**config.mk**
```make
export PLATFORM = sky130hd
export DESIGN_NAME = multicycle_ctrl
export DESIGN_NICKNAME = d
export VERILOG_FILES = /design/src/rtl/multicycle_ctrl.sv
export SDC_FILE = /design/constraint.sdc
export NUM_CORES = 1
export LEC_CHECK = 0
export ABC_AREA = 0
export CAP_MARGIN = 40
export CORE_AREA = 2 2 60 51
export CTS_BUF_LIST = sky130_fd_sc_hd__clkbuf_16
export DETAILED_ROUTE_END_ITERATION = 10
export DIE_AREA = 0 0 62 53
export GPL_TIMING_DRIVEN = 0
export PLACE_DENSITY = 0.68
export SETUP_SLACK_MARGIN = 0.2
export SLEW_MARGIN = 15
export SYNTH_ARGS = -nofsm -noshare
export SYNTH_HDL_FRONTEND = slang
export SYNTH_SLANG_ARGS = --single-unit
export TNS_END_PERCENT = 20
```
**constraint.sdc**
```tcl
create_clock -name clk -period 2.4 [get_ports clk]
set_input_delay 0.48 -clock clk [delete_from_list [all_inputs] [get_ports clk]]
set_output_delay 0.48 -clock clk [all_outputs]
set_load 0.03 [all_outputs]
```
**src/rtl/multicycle_ctrl.sv**
```systemverilog
// multicycle_ctrl: control FSM for the multi-cycle RV32I core (RST_WAIT/FETCH/DECODE/EXEC/MEM/WB).
// Latency: zero-wait CPI is ALU=4, load=5, store=4, branch/jump=3; first fetch RESET_WAIT cycles after reset release.
// Backpressure: FETCH and MEM hold mem_req/addr/we stable until mem_ready. MULTICYCLE_CTRL_EXC_EN adds an illegal-opcode TRAP.

`ifndef IMM_TYPE_WIDTH
`define IMM_TYPE_WIDTH 3
`endif
`ifndef IMM_I
`define IMM_I 3'd0
`endif
`ifndef IMM_S
`define IMM_S 3'd1
`endif
`ifndef IMM_B
`define IMM_B 3'd2
`endif
`ifndef IMM_U
`define IMM_U 3'd3
`endif
`ifndef IMM_J
`define IMM_J 3'd4
`endif

module multicycle_ctrl #(
  parameter int RESET_WAIT = 1
) (
  input  logic                       clk,
  input  logic                       rst_n,
  input  logic [31:0]                instr,
  input  logic                       br_taken,
  input  logic                       mem_ready,
  output logic                       mem_req,
  output logic                       mem_we,
  output logic                       mem_addr_sel,
  output logic                       ir_we,
  output logic                       pc_we,
  output logic                       pc_src,
  output logic                       rf_we,
  output logic [1:0]                 wb_sel,
  output logic                       alu_a_sel,
  output logic                       alu_b_sel,
  output logic [1:0]                 alu_op,
  output logic [`IMM_TYPE_WIDTH-1:0] imm_sel,
  output logic                       instr_retired,
  output logic                       busy_mem
`ifdef MULTICYCLE_CTRL_EXC_EN
  ,
  output logic                       illegal_instr
`endif
);

  localparam logic [6:0] OPC_OP     = 7'b0110011;
  localparam logic [6:0] OPC_OPIMM  = 7'b0010011;
  localparam logic [6:0] OPC_LOAD   = 7'b0000011;
  localparam logic [6:0] OPC_STORE  = 7'b0100011;
  localparam logic [6:0] OPC_BRANCH = 7'b1100011;
  localparam logic [6:0] OPC_JAL    = 7'b1101111;
  localparam logic [6:0] OPC_JALR   = 7'b1100111;
  localparam logic [6:0] OPC_LUI    = 7'b0110111;
  localparam logic [6:0] OPC_AUIPC  = 7'b0010111;

  typedef enum logic [2:0] {
    S_RST_WAIT,
    S_FETCH,
    S_DECODE,
    S_EXEC,
    S_MEM,
    S_WB
`ifdef MULTICYCLE_CTRL_EXC_EN
    ,
    S_TRAP
`endif
  } state_t;

  state_t     state;
  logic [3:0] wait_cnt;
  logic [6:0] opcode;
  logic [3:0] alu_cfg;
  logic [`IMM_TYPE_WIDTH-1:0] imm_dec;

  // Only the opcode field steers control; the rest of the IR feeds the datapath.
  logic unused_instr_bits;
  assign unused_instr_bits = ^instr[31:7];
  assign opcode = instr[6:0];

`ifdef MULTICYCLE_CTRL_EXC_EN
  // RV32I opcodes this core executes; FENCE/SYSTEM are deliberately excluded.
  logic opc_legal;
  always_comb begin
    opc_legal = 1'b0;
    case (opcode)
      OPC_OP, OPC_OPIMM, OPC_LOAD, OPC_STORE, OPC_BRANCH,
      OPC_JAL, OPC_JALR, OPC_LUI, OPC_AUIPC: opc_legal = 1'b1;
      default: opc_legal = 1'b0;
    endcase
  end
`endif

  // State sequencing and the post-reset idle counter.
  always_ff @(posedge clk or negedge rst_n) begin
    if (!rst_n) begin
      state    <= S_RST_WAIT;
      wait_cnt <= 4'd0;
    end else begin
      case (state)
        S_RST_WAIT: begin
          if (wait_cnt == 4'(RESET_WAIT - 1)) begin
            state    <= S_FETCH;
            wait_cnt <= 4'd0;
          end else begin
            wait_cnt <= wait_cnt + 4'd1;
          end
        end
        S_FETCH: if (mem_ready) state <= S_DECODE;
        S_DECODE: begin
`ifdef MULTICYCLE_CTRL_EXC_EN
          if (!opc_legal) state <= S_TRAP;
          else            state <= S_EXEC;
`else
          state <= S_EXEC;
`endif
        end
        S_EXEC: begin
          case (opcode)
            OPC_LOAD, OPC_STORE:                    state <= S_MEM;
            OPC_OP, OPC_OPIMM, OPC_LUI, OPC_AUIPC:  state <= S_WB;
            default:                                state <= S_FETCH;
          endcase
        end
        S_MEM: if (mem_ready) state <= (opcode == OPC_LOAD) ? S_WB : S_FETCH;
        S_WB: state <= S_FETCH;
`ifdef MULTICYCLE_CTRL_EXC_EN
        S_TRAP: state <= S_TRAP;
`endif
        default: state <= S_RST_WAIT;
      endcase
    end
  end

  // Immediate format by opcode; unknown opcodes fall back to I-type.
  always_comb begin
    imm_dec = `IMM_I;
    case (opcode)
      OPC_STORE:          imm_dec = `IMM_S;
      OPC_BRANCH:         imm_dec = `IMM_B;
      OPC_LUI, OPC_AUIPC: imm_dec = `IMM_U;
      OPC_JAL:            imm_dec = `IMM_J;
      default:            imm_dec = `IMM_I;
    endcase
  end

  // ALU operand/operation selection {a_sel, b_sel, op}, held through MEM and WB.
  always_comb begin
    alu_cfg = 4'b0000;
    case (opcode)
      OPC_OP:                        alu_cfg = 4'b0001;
      OPC_OPIMM:                     alu_cfg = 4'b0101;
      OPC_LOAD, OPC_STORE, OPC_JALR: alu_cfg = 4'b0100;
      OPC_BRANCH, OPC_JAL, OPC_AUIPC: alu_cfg = 4'b1100;
      default:                       alu_cfg = 4'b0000;
    endcase
  end

  // Strobes and selects decoded from state, opcode and the memory handshake.
  always_comb begin
    mem_req       = 1'b0;
    mem_we        = 1'b0;
    mem_addr_sel  = 1'b0;
    ir_we         = 1'b0;
    pc_we         = 1'b0;
    pc_src        = 1'b0;
    rf_we         = 1'b0;
    wb_sel        = 2'd0;
    alu_a_sel     = 1'b0;
    alu_b_sel     = 1'b0;
    alu_op        = 2'd0;
    instr_retired = 1'b0;
    imm_sel       = `IMM_I;

    if (state == S_DECODE || state == S_EXEC || state == S_MEM || state == S_WB) begin
      imm_sel = imm_dec;
    end
    if (state == S_EXEC || state == S_MEM || state == S_WB) begin
      {alu_a_sel, alu_b_sel, alu_op} = alu_cfg;
    end

    case (state)
      S_FETCH: begin
        mem_req = 1'b1;
        ir_we   = mem_ready;
      end
      S_EXEC: begin
        case (opcode)
          OPC_BRANCH: begin
            pc_we         = 1'b1;
            pc_src        = br_taken;
            instr_retired = 1'b1;
          end
          OPC_JAL, OPC_JALR: begin
            pc_we         = 1'b1;
            pc_src        = 1'b1;
            rf_we         = 1'b1;
            wb_sel        = 2'd2;
            instr_retired = 1'b1;
          end
          OPC_OP, OPC_OPIMM, OPC_LOAD, OPC_STORE, OPC_LUI, OPC_AUIPC: begin
            pc_we = 1'b0;
          end
          default: begin
            // FENCE, SYSTEM and unknown opcodes retire as a NOP.
            pc_we         = 1'b1;
            instr_retired = 1'b1;
          end
        endcase
      end
      S_MEM: begin
        mem_req      = 1'b1;
        mem_addr_sel = 1'b1;
        mem_we       = (opcode == OPC_STORE);
        if (opcode == OPC_STORE && mem_ready) begin
          pc_we         = 1'b1;
          instr_retired = 1'b1;
        end
      end
      S_WB: begin
        rf_we         = 1'b1;
        pc_we         = 1'b1;
        instr_retired = 1'b1;
        if (opcode == OPC_LOAD)     wb_sel = 2'd1;
        else if (opcode == OPC_LUI) wb_sel = 2'd3;
        else                        wb_sel = 2'd0;
      end
      default: begin
        mem_req = 1'b0;
      end
    endcase

    busy_mem = mem_req & ~mem_ready;
  end

`ifdef MULTICYCLE_CTRL_EXC_EN
  assign illegal_instr = (state == S_TRAP);
`endif

endmodule

```
==> results.json <==
{
  "antenna_cells": 0,
  "syn_nets": 140,
  "cts-root-buf": "clkbuf_16",
  "period_needed_ns": 2.19,
  "synth_area_leader_cell": "dfrtp_1",
  "rsz0062_at_grt": "true",
  "min_path_cells": 1,
  "initial_core_util_pct": 28.9,
  "synth_edf_count": 0,
  "routed_wirelength_um": 2250,
  "netlist_top_cells_area": "dfrtp_1, ha_1, a21oi_1",
  "drtIter0Drc": 20,
  "clk_latency_ns": 0.23,
  "start_kind": "primary input",
  "multi_input_area_um2": 551,
  "postCtsHoldBufs": 0,
  "outcome": "completed",
  "post-route-drc-count": 0,
  "io_buffers": 27,
  "overflow": 0,
  "grt_max_degree": 11,
  "yosys-top-cells-count": "nand2_1, nor2_1, a21oi_1, dfrtp_1, nor3_1",
  "wire_per_inst_um": 12.9,
  "startpoint": "instr[3]",
  "die_w_um": 62,
  "ir_worst_vdd_mv": 0.547,
  "crit_buf_inv": 2,
  "dieArea_um2": 3290,
  "gr-usage-all-layers_pct": 15.1,
  "max_freq_ghz": 0.456,
  "placement_rows": 17,
  "path_cells": "buf_6 > nand4bb_4 > or4_4 > a21oi_2 > buf_6",
  "cpMostUsedCell": "buf_6",
  "grt_pass1_wl_um": 3590,
  "yosysWarnings": 0,
  "cp_slowest_stage_delay_ns": 0.57,
  "fill_cells": 254,
  "area_growth_pct": 58.5,
  "critPathTopFamily": "simple AND/OR/NAND/NOR gates",
  "die_h_um": 53,
  "cts.sinks": 7,
  "cp.required_ns": 1.92,
  "finalPower_mw": 0.937,
  "syn_inst": 100,
  "coreArea_um2": 2660,
  "timing.final.ws_setup_ns": 0.208,
  "maxCapViolations": 0,
  "cp-end-kind": "output port",
  "layout.nets": 177,
  "cts_max_level": 1,
  "drtAntennaViolNets": 0,
  "io_pins": 54,
  "period_share_pct": 91.3,
  "fin_skew_ns": 0.000656,
  "synth.distinct_cells": 40,
  "slowest_stage": "or4_4",
  "r2r_slack_ns": 0.77,
  "syn-cell-area_um2": 768,
  "avgSynthCellArea_um2": 7.68,
  "yosysSeqAreaShare_pct": 22.8,
  "reg2reg_to": "state[1]",
  "setup_tns_ns": 0,
  "num_vias": 832,
  "critPathKind": "primary input to output port",
  "cts.clk_slew.worst_paths_ns": 0.04,
  "synthFlopType": "dfrtp_1",
  "drt_first_pass_iters": 4,
  "layout-drive-gt1-share_pct": 33.8,
  "dp_worst_setup_slack_ns": -0.676,
  "drv_slew": 0,
  "async_flop_share_pct": 100,
  "r2r_start": "wait_cnt[0]",
  "setup_violations": 0,
  "vias_per_cell": 4.78,
  "dp_hpwl_um": 1580,
  "synth_seq_cells": 7,
  "finish.utilization_pct": 45.8,
  "cts_tree": "done",
  "cp_max_fo": 5,
  "ff2ff_path_depth": 6,
  "gp_congestion": 0.766,
  "synth_top_area_share_pct": 22.8,
  "leakagePower_nw": 0.539,
  "hold_violations": 0,
  "hold_end": "wait_cnt[3]",
  "clock_path_buffers": 2,
  "crit_arrival_ns": 1.71,
  "numCtsBuffers": 3,
  "hold_path.class": "flop to flop",
  "regArea_um2": 175,
  "antenna_found_initial": 0,
  "grt_pass1_vias": 794,
  "hold_start": "wait_cnt[3]",
  "power_density_nw_per_um2": 770
}
==> through the flow <==
| step | instances | hold WS, ns | area (um2) |
|---|---|---|---|
| after floorplan | 100 | 0.184 | 774 |
| after global placement | 165 | 0.458 | 1090 |
| after detailed placement | 165 | 0.466 | 1090 |
| after CTS | 174 | 0.473 | 1230 |
| after global routing | 174 | 0.491 | 1220 |
| final | 174 | 0.475 | 1220 |
==> logic make-up after synthesis <==
family                   Yosys count  synth area share [%]
multiplexers                       2                  2.77
AO/OA/AOI/OAI                     21                  16.4
adder cells (fa/ha/maj)            4                  6.51
buffers and inverters             12                  10.3
AND/OR/NAND/NOR                   49                  36.2
XOR/XNOR                           4                  4.56
other                              1                 0.488
flip-flops                         7                  22.8
==> sequential cells by signal (all words and copies together) (netlist names) <==
| name | count |
|---|---|
| state | 3 |
| wait_cnt | 4 |
==> layout make-up <==
| type | instances | share of cell area, % |
|---|---|---|
| Tap cell | 38 | 3.91 |
| Inverter | 5 | 1.54 |
| Multi-Input combinational cell | 81 | 45.2 |
| Buffer | 7 | 5.76 |
| Clock buffer | 3 | 6.17 |
| Timing Repair Buffer | 32 | 22.7 |
| Sequential cell | 7 | 14.4 |
| Clock inverter | 1 | 0.308 |
==> placed cells by master, fill, tap and decap left out, types with 4 or more instances in the layout <==
| master | instances |
|---|---|
| a21oi_1 | 8 |
| buf_4 | 10 |
| buf_6 | 5 |
| clkdlybuf4s15_2 | 7 |
| clkdlybuf4s50_1 | 4 |
| dfrtp_1 | 7 |
| ha_1 | 4 |
| inv_1 | 5 |
| nand2_1 | 12 |
| nor2_1 | 9 |
| nor3_1 | 5 |
==> worst register-to-register path: stages, from the launching register on <==
cell      delay (ns)
dfrtp_1         0.39
inv_1           0.10
ha_1            0.16
nand2b_1        0.07
o21ai_1         0.19
nor4b_1         0.44
and2_1          0.22
==> repair_timing <==
| action | CTS | global route |
|---|---|---|
| buffers inserted | 5 | 0 |
| endpoints found under the setup margin | 16 | 16 |
| pin swaps | 5 | 1 |
| hold endpoints to repair | 0 | 0 |
| resized for setup | 98 | 8 |
==> metal layers <==
layer | GRT usage, % | part of all wire, % | up-vias
li1 | - | - | 420
met1 | 19.4 | 46 | 395
met2 | 24.3 | 50 | 12
met3 | 2.93 | 2.4 | 5
met4 | 6.38 | 2.0 | 0
met5 | 0 | 0 | -
==> power by group <==
| part | internal (mW) | total [mW] | switching, mW |
|---|---|---|---|
| sequential | 0.137 | 0.151 | 0.0142 |
| clock | 0.217 | 0.281 | 0.0644 |
| combinational | 0.203 | 0.505 | 0.302 |
==> worst max-delay path by stage <==
stage	to	slack (ns)	depth (start not counted)
finish	wb_sel[0]	0.21	5
global route	busy_mem	0.09	3
CTS	imm_sel[2]	0.18	6
detailed placement	alu_b_sel	-0.68	7
global placement	wb_sel[0]	-0.68	5
floorplan	pc_src	0.20	3
Note: power is estimated with default switching activity, not from simulation.
